<file path="src/rtl/graphics_renderer_if.sv">
// Pixel request / colour response bundle between the VGA timing side and the renderer.
// The master presents (x,y) with pixel_valid; the slave returns r,g,b with out_valid.
interface graphics_renderer_if #(
    parameter int X_W     = 10,
    parameter int Y_W     = 9,
    parameter int COLOR_W = 8
);
    logic               pixel_valid;
    logic [X_W-1:0]     x;
    logic [Y_W-1:0]     y;
    logic [COLOR_W-1:0] r;
    logic [COLOR_W-1:0] g;
    logic [COLOR_W-1:0] b;
    logic               out_valid;

    modport master (output pixel_valid, x, y, input r, g, b, out_valid);
    modport slave  (input pixel_valid, x, y, output r, g, b, out_valid);
endinterface

</file>
<file path="src/rtl/graphics_renderer.sv">
// Two-stage pixel renderer for meteor-dodge: frame-latched object state, score bar,
// meteors, ship and a blinking game-over overlay; one pixel per cycle, latency 2.
module graphics_renderer #(
    parameter int N_METEORS    = 6,
    parameter int X_W          = 10,
    parameter int Y_W          = 9,
    parameter int COLOR_W      = 8,
    parameter int H_ACTIVE     = 640,
    parameter int V_ACTIVE     = 480,
    parameter int SHIP_W       = 40,
    parameter int SHIP_H       = 15,
    parameter int METEOR_SIZE  = 30,
    parameter int BAR_H        = 8,
    parameter int BLINK_FRAMES = 30
) (
    input  logic                            clk,
    input  logic                            reset,
    input  logic                            frame_start,
    input  logic [X_W-1:0]                  ship_x,
    input  logic [Y_W-1:0]                  ship_y,
    input  logic [N_METEORS-1:0][X_W-1:0]   meteor_x,
    input  logic [N_METEORS-1:0][Y_W-1:0]   meteor_y,
    input  logic [N_METEORS-1:0]            meteor_active,
    input  logic [15:0]                     score,
    input  logic                            game_over,
    graphics_renderer_if.slave              pix
);

    localparam int CNT_W = (BLINK_FRAMES > 1) ? $clog2(BLINK_FRAMES) : 1;

    localparam logic [X_W:0]       SHIP_W_X = (X_W+1)'(SHIP_W);
    localparam logic [Y_W:0]       SHIP_H_Y = (Y_W+1)'(SHIP_H);
    localparam logic [X_W:0]       MET_X    = (X_W+1)'(METEOR_SIZE);
    localparam logic [Y_W:0]       MET_Y    = (Y_W+1)'(METEOR_SIZE);
    localparam logic [X_W:0]       H_ACT_X  = (X_W+1)'(H_ACTIVE);
    localparam logic [Y_W:0]       V_ACT_Y  = (Y_W+1)'(V_ACTIVE);
    localparam logic [Y_W:0]       BAR_H_Y  = (Y_W+1)'(BAR_H);
    localparam logic [15:0]        H_ACT_16 = 16'(H_ACTIVE);
    localparam logic [COLOR_W-1:0] C_MAX    = '1;
    localparam logic [COLOR_W-1:0] OVL_R    = COLOR_W'(3) << (COLOR_W - 3);
    localparam logic [CNT_W-1:0]   BLINK_LAST = CNT_W'(BLINK_FRAMES - 1);

    typedef enum logic {BLINK_OFF = 1'b0, BLINK_ON = 1'b1} blink_state_t;

    // Frame-latched object state
    logic [X_W-1:0]                sh_ship_x;
    logic [Y_W-1:0]                sh_ship_y;
    logic [N_METEORS-1:0][X_W-1:0] sh_met_x;
    logic [N_METEORS-1:0][Y_W-1:0] sh_met_y;
    logic [N_METEORS-1:0]          sh_met_act;
    logic [15:0]                   sh_score;
    logic                          sh_go;
    logic [CNT_W-1:0]              blink_cnt;
    blink_state_t                  blink_state;

    // NOTE: state registers use non-blocking (<=) so every flop samples pre-edge values
    // regardless of block evaluation order; blocking here would create simulation races.
    always_ff @(posedge clk or posedge reset) begin
        if (reset) begin
            sh_ship_x   <= '0;
            sh_ship_y   <= '0;
            sh_met_x    <= '0;
            sh_met_y    <= '0;
            sh_met_act  <= '0;
            sh_score    <= '0;
            sh_go       <= 1'b0;
            blink_cnt   <= '0;
            blink_state <= BLINK_ON;
        end else if (frame_start) begin
            sh_ship_x  <= ship_x;
            sh_ship_y  <= ship_y;
            sh_met_x   <= meteor_x;
            sh_met_y   <= meteor_y;
            sh_met_act <= meteor_active;
            sh_score   <= score;
            sh_go      <= game_over;
            // The frame in which game-over first latches is the first ON frame, so
            // counting starts only once it was already set on the previous frame.
            if (!game_over || !sh_go) begin
                blink_cnt   <= '0;
                blink_state <= BLINK_ON;
            end else if (blink_cnt == BLINK_LAST) begin
                blink_cnt   <= '0;
                blink_state <= (blink_state == BLINK_ON) ? BLINK_OFF : BLINK_ON;
            end else begin
                blink_cnt <= blink_cnt + CNT_W'(1);
            end
        end
    end

    // Stage 1: hit tests against shadow state, sums one bit wider so nothing wraps
    logic [X_W:0] px_w;
    logic [Y_W:0] py_w;
    logic [15:0]  bar_len;
    logic         hit_ship_c, hit_met_c, hit_bar_c;

    assign px_w = {1'b0, pix.x};
    assign py_w = {1'b0, pix.y};

    // NOTE: every always_comb output gets a default before any branch, otherwise an
    // unassigned path infers a latch.
    always_comb begin
        hit_met_c = 1'b0;
        bar_len   = sh_score >> 4;
        if (bar_len > H_ACT_16)
            bar_len = H_ACT_16;
        hit_bar_c  = (py_w < BAR_H_Y) && (16'(pix.x) < bar_len);
        hit_ship_c = (px_w >= {1'b0, sh_ship_x}) && (px_w < {1'b0, sh_ship_x} + SHIP_W_X) &&
                     (py_w >= {1'b0, sh_ship_y}) && (py_w < {1'b0, sh_ship_y} + SHIP_H_Y);
        for (int i = 0; i < N_METEORS; i++) begin
            if (sh_met_act[i] &&
                ({1'b0, sh_met_x[i]} < H_ACT_X) && ({1'b0, sh_met_y[i]} < V_ACT_Y) &&
                (px_w >= {1'b0, sh_met_x[i]}) && (px_w < {1'b0, sh_met_x[i]} + MET_X) &&
                (py_w >= {1'b0, sh_met_y[i]}) && (py_w < {1'b0, sh_met_y[i]} + MET_Y))
                hit_met_c = 1'b1;
        end
    end

    logic v1, hit_ship1, hit_met1, hit_bar1, ovl1;

    always_ff @(posedge clk or posedge reset) begin
        if (reset) begin
            v1        <= 1'b0;
            hit_ship1 <= 1'b0;
            hit_met1  <= 1'b0;
            hit_bar1  <= 1'b0;
            ovl1      <= 1'b0;
        end else begin
            v1        <= pix.pixel_valid;
            hit_ship1 <= hit_ship_c;
            hit_met1  <= hit_met_c;
            hit_bar1  <= hit_bar_c;
            // 16x16 checkerboard, gated by the overlay state seen by this pixel
            ovl1      <= sh_go && (blink_state == BLINK_ON) && (pix.x[4] ^ pix.y[4]);
        end
    end

    // Stage 2: priority colour, overlay tint, registered output
    logic [COLOR_W-1:0] r_n, g_n, b_n;

    always_comb begin
        r_n = '0;
        g_n = '0;
        b_n = '0;
        if (v1) begin
            if (hit_bar1) begin
                g_n = C_MAX;
            end else if (hit_met1) begin
                r_n = C_MAX;
            end else if (hit_ship1) begin
                r_n = C_MAX;
                g_n = C_MAX;
                b_n = C_MAX;
            end
            if (ovl1) begin
                r_n = r_n | OVL_R;
                g_n = g_n >> 1;
                b_n = b_n >> 1;
            end
        end
    end

    always_ff @(posedge clk or posedge reset) begin
        if (reset) begin
            pix.out_valid <= 1'b0;
            pix.r         <= '0;
            pix.g         <= '0;
            pix.b         <= '0;
        end else begin
            pix.out_valid <= v1;
            pix.r         <= r_n;
            pix.g         <= g_n;
            pix.b         <= b_n;
        end
    end

endmodule

</file>
<file path="src/flat_wrapper.sv">
// flat-port wrapper written by rule: the top's interface ports become plain ports
module graphics_renderer_flat 
#(
    parameter int N_METEORS    = 6,
    parameter int X_W          = 10,
    parameter int Y_W          = 9,
    parameter int COLOR_W      = 8,
    parameter int H_ACTIVE     = 640,
    parameter int V_ACTIVE     = 480,
    parameter int SHIP_W       = 40,
    parameter int SHIP_H       = 15,
    parameter int METEOR_SIZE  = 30,
    parameter int BAR_H        = 8,
    parameter int BLINK_FRAMES = 30
)
  (clk, reset, frame_start, ship_x, ship_y, meteor_x, meteor_y, meteor_active, score, game_over, pix_pixel_valid, pix_x, pix_y, pix_r, pix_g, pix_b, pix_out_valid);
  graphics_renderer_if #(.X_W(X_W), .Y_W(Y_W), .COLOR_W(COLOR_W)) pix_i ();
  input  logic clk;
  input  logic reset;
  input  logic frame_start;
  input  logic [X_W-1:0] ship_x;
  input  logic [Y_W-1:0] ship_y;
  input  logic [N_METEORS-1:0][X_W-1:0] meteor_x;
  input  logic [N_METEORS-1:0][Y_W-1:0] meteor_y;
  input  logic [N_METEORS-1:0] meteor_active;
  input  logic [15:0] score;
  input  logic game_over;
  input wire logic [$bits(pix_i.pixel_valid)-1:0] pix_pixel_valid;
  input wire logic [$bits(pix_i.x)-1:0] pix_x;
  input wire logic [$bits(pix_i.y)-1:0] pix_y;
  output wire logic [$bits(pix_i.r)-1:0] pix_r;
  output wire logic [$bits(pix_i.g)-1:0] pix_g;
  output wire logic [$bits(pix_i.b)-1:0] pix_b;
  output wire logic [$bits(pix_i.out_valid)-1:0] pix_out_valid;
  assign pix_i.pixel_valid = pix_pixel_valid;
  assign pix_i.x = pix_x;
  assign pix_i.y = pix_y;
  assign pix_r = pix_i.r;
  assign pix_g = pix_i.g;
  assign pix_b = pix_i.b;
  assign pix_out_valid = pix_i.out_valid;
  graphics_renderer #(.N_METEORS(N_METEORS), .X_W(X_W), .Y_W(Y_W), .COLOR_W(COLOR_W), .H_ACTIVE(H_ACTIVE), .V_ACTIVE(V_ACTIVE), .SHIP_W(SHIP_W), .SHIP_H(SHIP_H), .METEOR_SIZE(METEOR_SIZE), .BAR_H(BAR_H), .BLINK_FRAMES(BLINK_FRAMES)) u_core (.clk(clk), .reset(reset), .frame_start(frame_start), .ship_x(ship_x), .ship_y(ship_y), .meteor_x(meteor_x), .meteor_y(meteor_y), .meteor_active(meteor_active), .score(score), .game_over(game_over), .pix(pix_i));
endmodule
</file>
<file path="config.mk">
export PLATFORM = sky130hd
export DESIGN_NAME = graphics_renderer_flat
export DESIGN_NICKNAME = d
export VERILOG_FILES = /design/src/rtl/graphics_renderer_if.sv /design/src/rtl/graphics_renderer.sv /design/src/flat_wrapper.sv
export SDC_FILE = /design/constraint.sdc
export NUM_CORES = 1
export LEC_CHECK = 0
export BUFFER_PORTS_ARGS = -buffer_cell sky130_fd_sc_hd__clkbuf_2
export CAP_MARGIN = 30
export CORE_UTILIZATION = 47
export DETAILED_ROUTE_END_ITERATION = 6
export PLACE_DENSITY = 0.68
export RECOVER_POWER = 25
export SLEW_MARGIN = 20
export SYNTH_ARGS = -nofsm -noshare
export SYNTH_HDL_FRONTEND = slang
export SYNTH_SLANG_ARGS = --single-unit
</file>
<file path="constraint.sdc">
create_clock -name clk -period 11.4 [get_ports clk]
set_input_delay 2.28 -clock clk [delete_from_list [all_inputs] [get_ports clk]]
set_output_delay 2.28 -clock clk [all_outputs]
set_load 0.02 [all_outputs]
</file>
==> results by group <==
Die
  • Die span in y: 172 um
  • Core area: 28100 sq um
  • Die area: 29500 sq um
  • Starting Density: 48.3%
  • Die W: 172 um
  • Std cell rows: 61
  • IO Count: 204

Outcome
  • Outcome: finished with violations
  • Failing checks: capacitance limit, slew limit

Power and ir drop
  • P_int: 1.24 mW
  • Worst vdd ir: 0.000104 V
  • Gate power share: 30.2%
  • PwrDens: 121 nW/um^2
  • Leakage: 7.59 nW
  • Switch share: 33.6%
  • Net Sw Power: 0.625 mW
  • Clock share of power: 31.9%
  • Seq pwr share: 37.9%

Critical path
  • Crit path from: reset
  • CP Launch Type: input port
  • Worst EP required: 10.97 ns
  • Crit path max-delay family: buffers and inverters
  • Critical Path Fanout Max: 75
  • Crit path largest cell delay: 2.99 ns
  • CP Buf/Inv Count: 3
  • RR Startpoint: u_core.sh_met_y[3]
  • Critical path class: input port to asynchronous set/reset pin
  • Cell Chain, Critical Path: clkbuf_2 -> clkinvlp_2 -> clkbuf_1
  • Nature of the critical path endpoint: asynchronous set/reset pin
  • Crit-path slowest cell: clkbuf_1
  • WP data arrival: 6.17 ns

Placed design
  • I/O Buffers: 199
  • Post-Place Cells: 2017
  • Dpl ws: 6.29 ns
  • Placed instance area: 14800 sq um
  • HPWL after DPL: 25.4 mm
  • GPL Wtd Cong: 0.857

Synthesis
  • Adder-Cell Fraction of Synth Area: 25.5%
  • Post-synth top area share: 31.2%
  • Largest cells by area after synthesis: dfrtp_1 (31%), ha_1 (25%), o21ai_0 (6.1%), xnor2_1 (5.6%), nand2_1 (5.0%)
  • Synth Instances: 1486
  • Synth Area in Simple Gates: 12.8%
  • Syn Area/Cell: 9.13 sq um
  • Post-synth EDFFs: 0
  • Most frequent cells after synthesis: ha_1 (276), nand2_1 (182), dfrtp_1 (169), o21ai_0 (165), inv_1 (129)
  • Yosys warns: 0
  • Post-synthesis cell type count: 68
  • Netlist Area Pre-Place: 13600 sq um
  • Asr flop ratio synth: 100%
  • Synth Register Bits: 170
  • Post-synth net total: 1941
  • Combinational family with the most area after synthesis: adder cells
  • Largest area contributor in the netlist: dfrtp_1
  • Ys flop type: dfrtp_1
  • Post-synthesis mux area share: 2.74%
  • Compound-Gate Fraction of Synth Area: 16.5%
  • Sequential fraction of the synthesis area: 31.4%
  • Count leader, synth: ha_1
  • Xor/xnor share of the synthesized area: 5.68%

Global routing
  • First-pass GRT wire length: 55.0 mm
  • Largest net degree at the start of global routing: 102
  • Initial antenna violation count: 1
  • Vias in the first global route: 11000
  • GRT Overall Usage: 23.9%
  • Remaining Overflow, GRT: 0

Layout
  • Final nets: 2115
  • Util after Layout: 54.9%
  • Layout Cells excl Fill: 2051
  • Layout area overhead: 13.8%
  • Fin area: 15400 sq um
  • # fillers: 2637
  • Layout cell share with drive strength beyond 1: 16.6%

CTS
  • CTS-repair resized insts: 0
  • Post-CTS Setup Repair Bufs: 0
  • CTS buffer count: 17
  • CTS clk-pin slew, worst paths: 0.07 ns
  • Root Driver: clkbuf_16
  • Hold buffer count at cts: 0
  • CTS H-tree lvls: 4
  • CTS Buffer Depth: 2
  • CTS tree: yes
  • Sink Count: 170
  • Clock Latency Late Sink: 0.44 ns

STA
  • Slew Viols, Final: 76
  • Period utilisation layout: 57.9%
  • Sum of negative setup slack: 0 ns
  • Period minus WS final: 6.61 ns
  • Final Hold Vio Count: 0
  • Skew final: 0.00629 ns
  • Worst rel slew slack: -180%
  • Worst Max-Slew Pin Slew: 4.20 ns
  • Max Fclk: 151 MHz
  • Number of setup violations in the final report: 0
  • Setup ws final: 4.79 ns
  • RSZ-0062 raised after global routing: no

Detailed routing
  • DRC: 0
  • Vias: 11200
  • Post-Route WL: 33.9 mm
  • Drt via density: 5.44
  • Post-route ant nets: 0
  • WL per Instance: 16.5 um
  • Initial DRT Pass Iterations: 5
  • DRT iter0 DRCs: 737

Worst hold path
  • Hold Path Origin: u_core.v1
  • Classification of the worst-slack hold path: flip-flop to flip-flop

Run
  • Max Cap Viol: 1
-- final timing paths --
check                      cells past startpoint  slack, ns                    to
setup / recovery                               3       4.79   u_core.sh_ship_y[2]
hold / removal                                 0       0.44  u_core.pix.out_valid
setup reg to reg                              12       8.23       u_core.hit_met1
hold reg to reg                                0       0.44  u_core.pix.out_valid
max in group clk                              11       6.75       u_core.hit_met1
min in group asynchronous                      2       2.06    u_core.sh_met_x[5]
-- layout make-up --
class	count	area, sq um	area share [%]
clock inverters	13	146	0.949
clock buffers	18	439	2.85
inverters	130	489	3.17
flip-flops and latches	170	4260	27.6
repair buffers	204	1060	6.86
diodes	1	2.50	0.0162
well taps	378	473	3.06
multi-input cells	1137	8570	55.5
-- routing by layer --
metal  part of all wire [%]  routed length (um)  global-route usage, %  up-vias
li1                       -                   -                      -     5623
met2                     45               15300                   38.7      238
met1                     49               16500                   33.1     5261
met5                      0                   0                      0        -
met3                    4.3                1450                   3.04       34
met4                    1.9                 631                   7.04        0
-- worst reg2reg max path: cells and delay by family, from the launching register on --
family	cells	cell delay, ns
simple gates	8	1.98
fa+ha+maj	1	0.28
xor+xnor	1	0.13
compound gates	2	0.34
flops	1	0.40
-- kinds of logic (layout without fill, tap and decap cells) --
family	after synthesis	count (layout)
AO/OA/AOI/OAI	370	370
AND/OR/NAND/NOR	370	370
adder cells (fa/ha/maj)	276	276
buffers and inverters	179	365
flip-flops	170	170
XOR/XNOR	88	88
multiplexers	33	33
other	0	1
-- cell usage in the layout, fill, tap and decap left out, types with 9 or more instances in the layout --
master,instances
inv_1,128
o2111ai_1,12
o21a_1,15
nand4_1,22
a21o_1,26
nand2_1,182
clkbuf_2,198
clkbuf_16,17
a21oi_1,57
o21ai_0,165
ha_1,276
o21bai_1,9
xnor2_1,86
a211oi_1,13
o21ai_1,15
nor2b_1,15
dfrtp_1,169
nand2b_1,13
mux2_2,33
nor3_1,31
nor2_1,38
nand3_1,35
-- through the flow --
step,hold WS (ns),total power [mW]
2_1_floorplan,0.400,1.11
3_3_place_gp,0.421,1.25
3_5_place_dp,0.430,1.27
4_1_cts,0.443,1.87
5_1_grt,0.464,1.99
6_report,0.437,1.86
-- registers in the layout, summed over array words and instances, names as in the netlist --
signal                cells
u_core.sh_met_x          60
u_core.sh_met_y          54
u_core.sh_score          12
u_core.sh_ship_x         10
u_core.sh_ship_y          9
u_core.sh_met_act         6
u_core.blink_cnt          5
u_core.pix.b              2
u_core.pix.g              2
u_core.pix.r              2
u_core.blink_state        1
u_core.hit_bar1           1
u_core.hit_met1           1
u_core.hit_ship1          1
u_core.ovl1               1
u_core.pix.out_valid      1
u_core.sh_go              1
u_core.v1                 1
-- power groups by stage --
stage	Clock (mW)	Combinational, mW	Sequential [mW]
detailed placement	0	0.557	0.716
global placement	0	0.536	0.714
global route	0.627	0.647	0.713
finish	0.594	0.561	0.705
CTS	0.606	0.563	0.705
floorplan	0	0.400	0.706
Note: power is estimated with default switching activity, not from simulation.
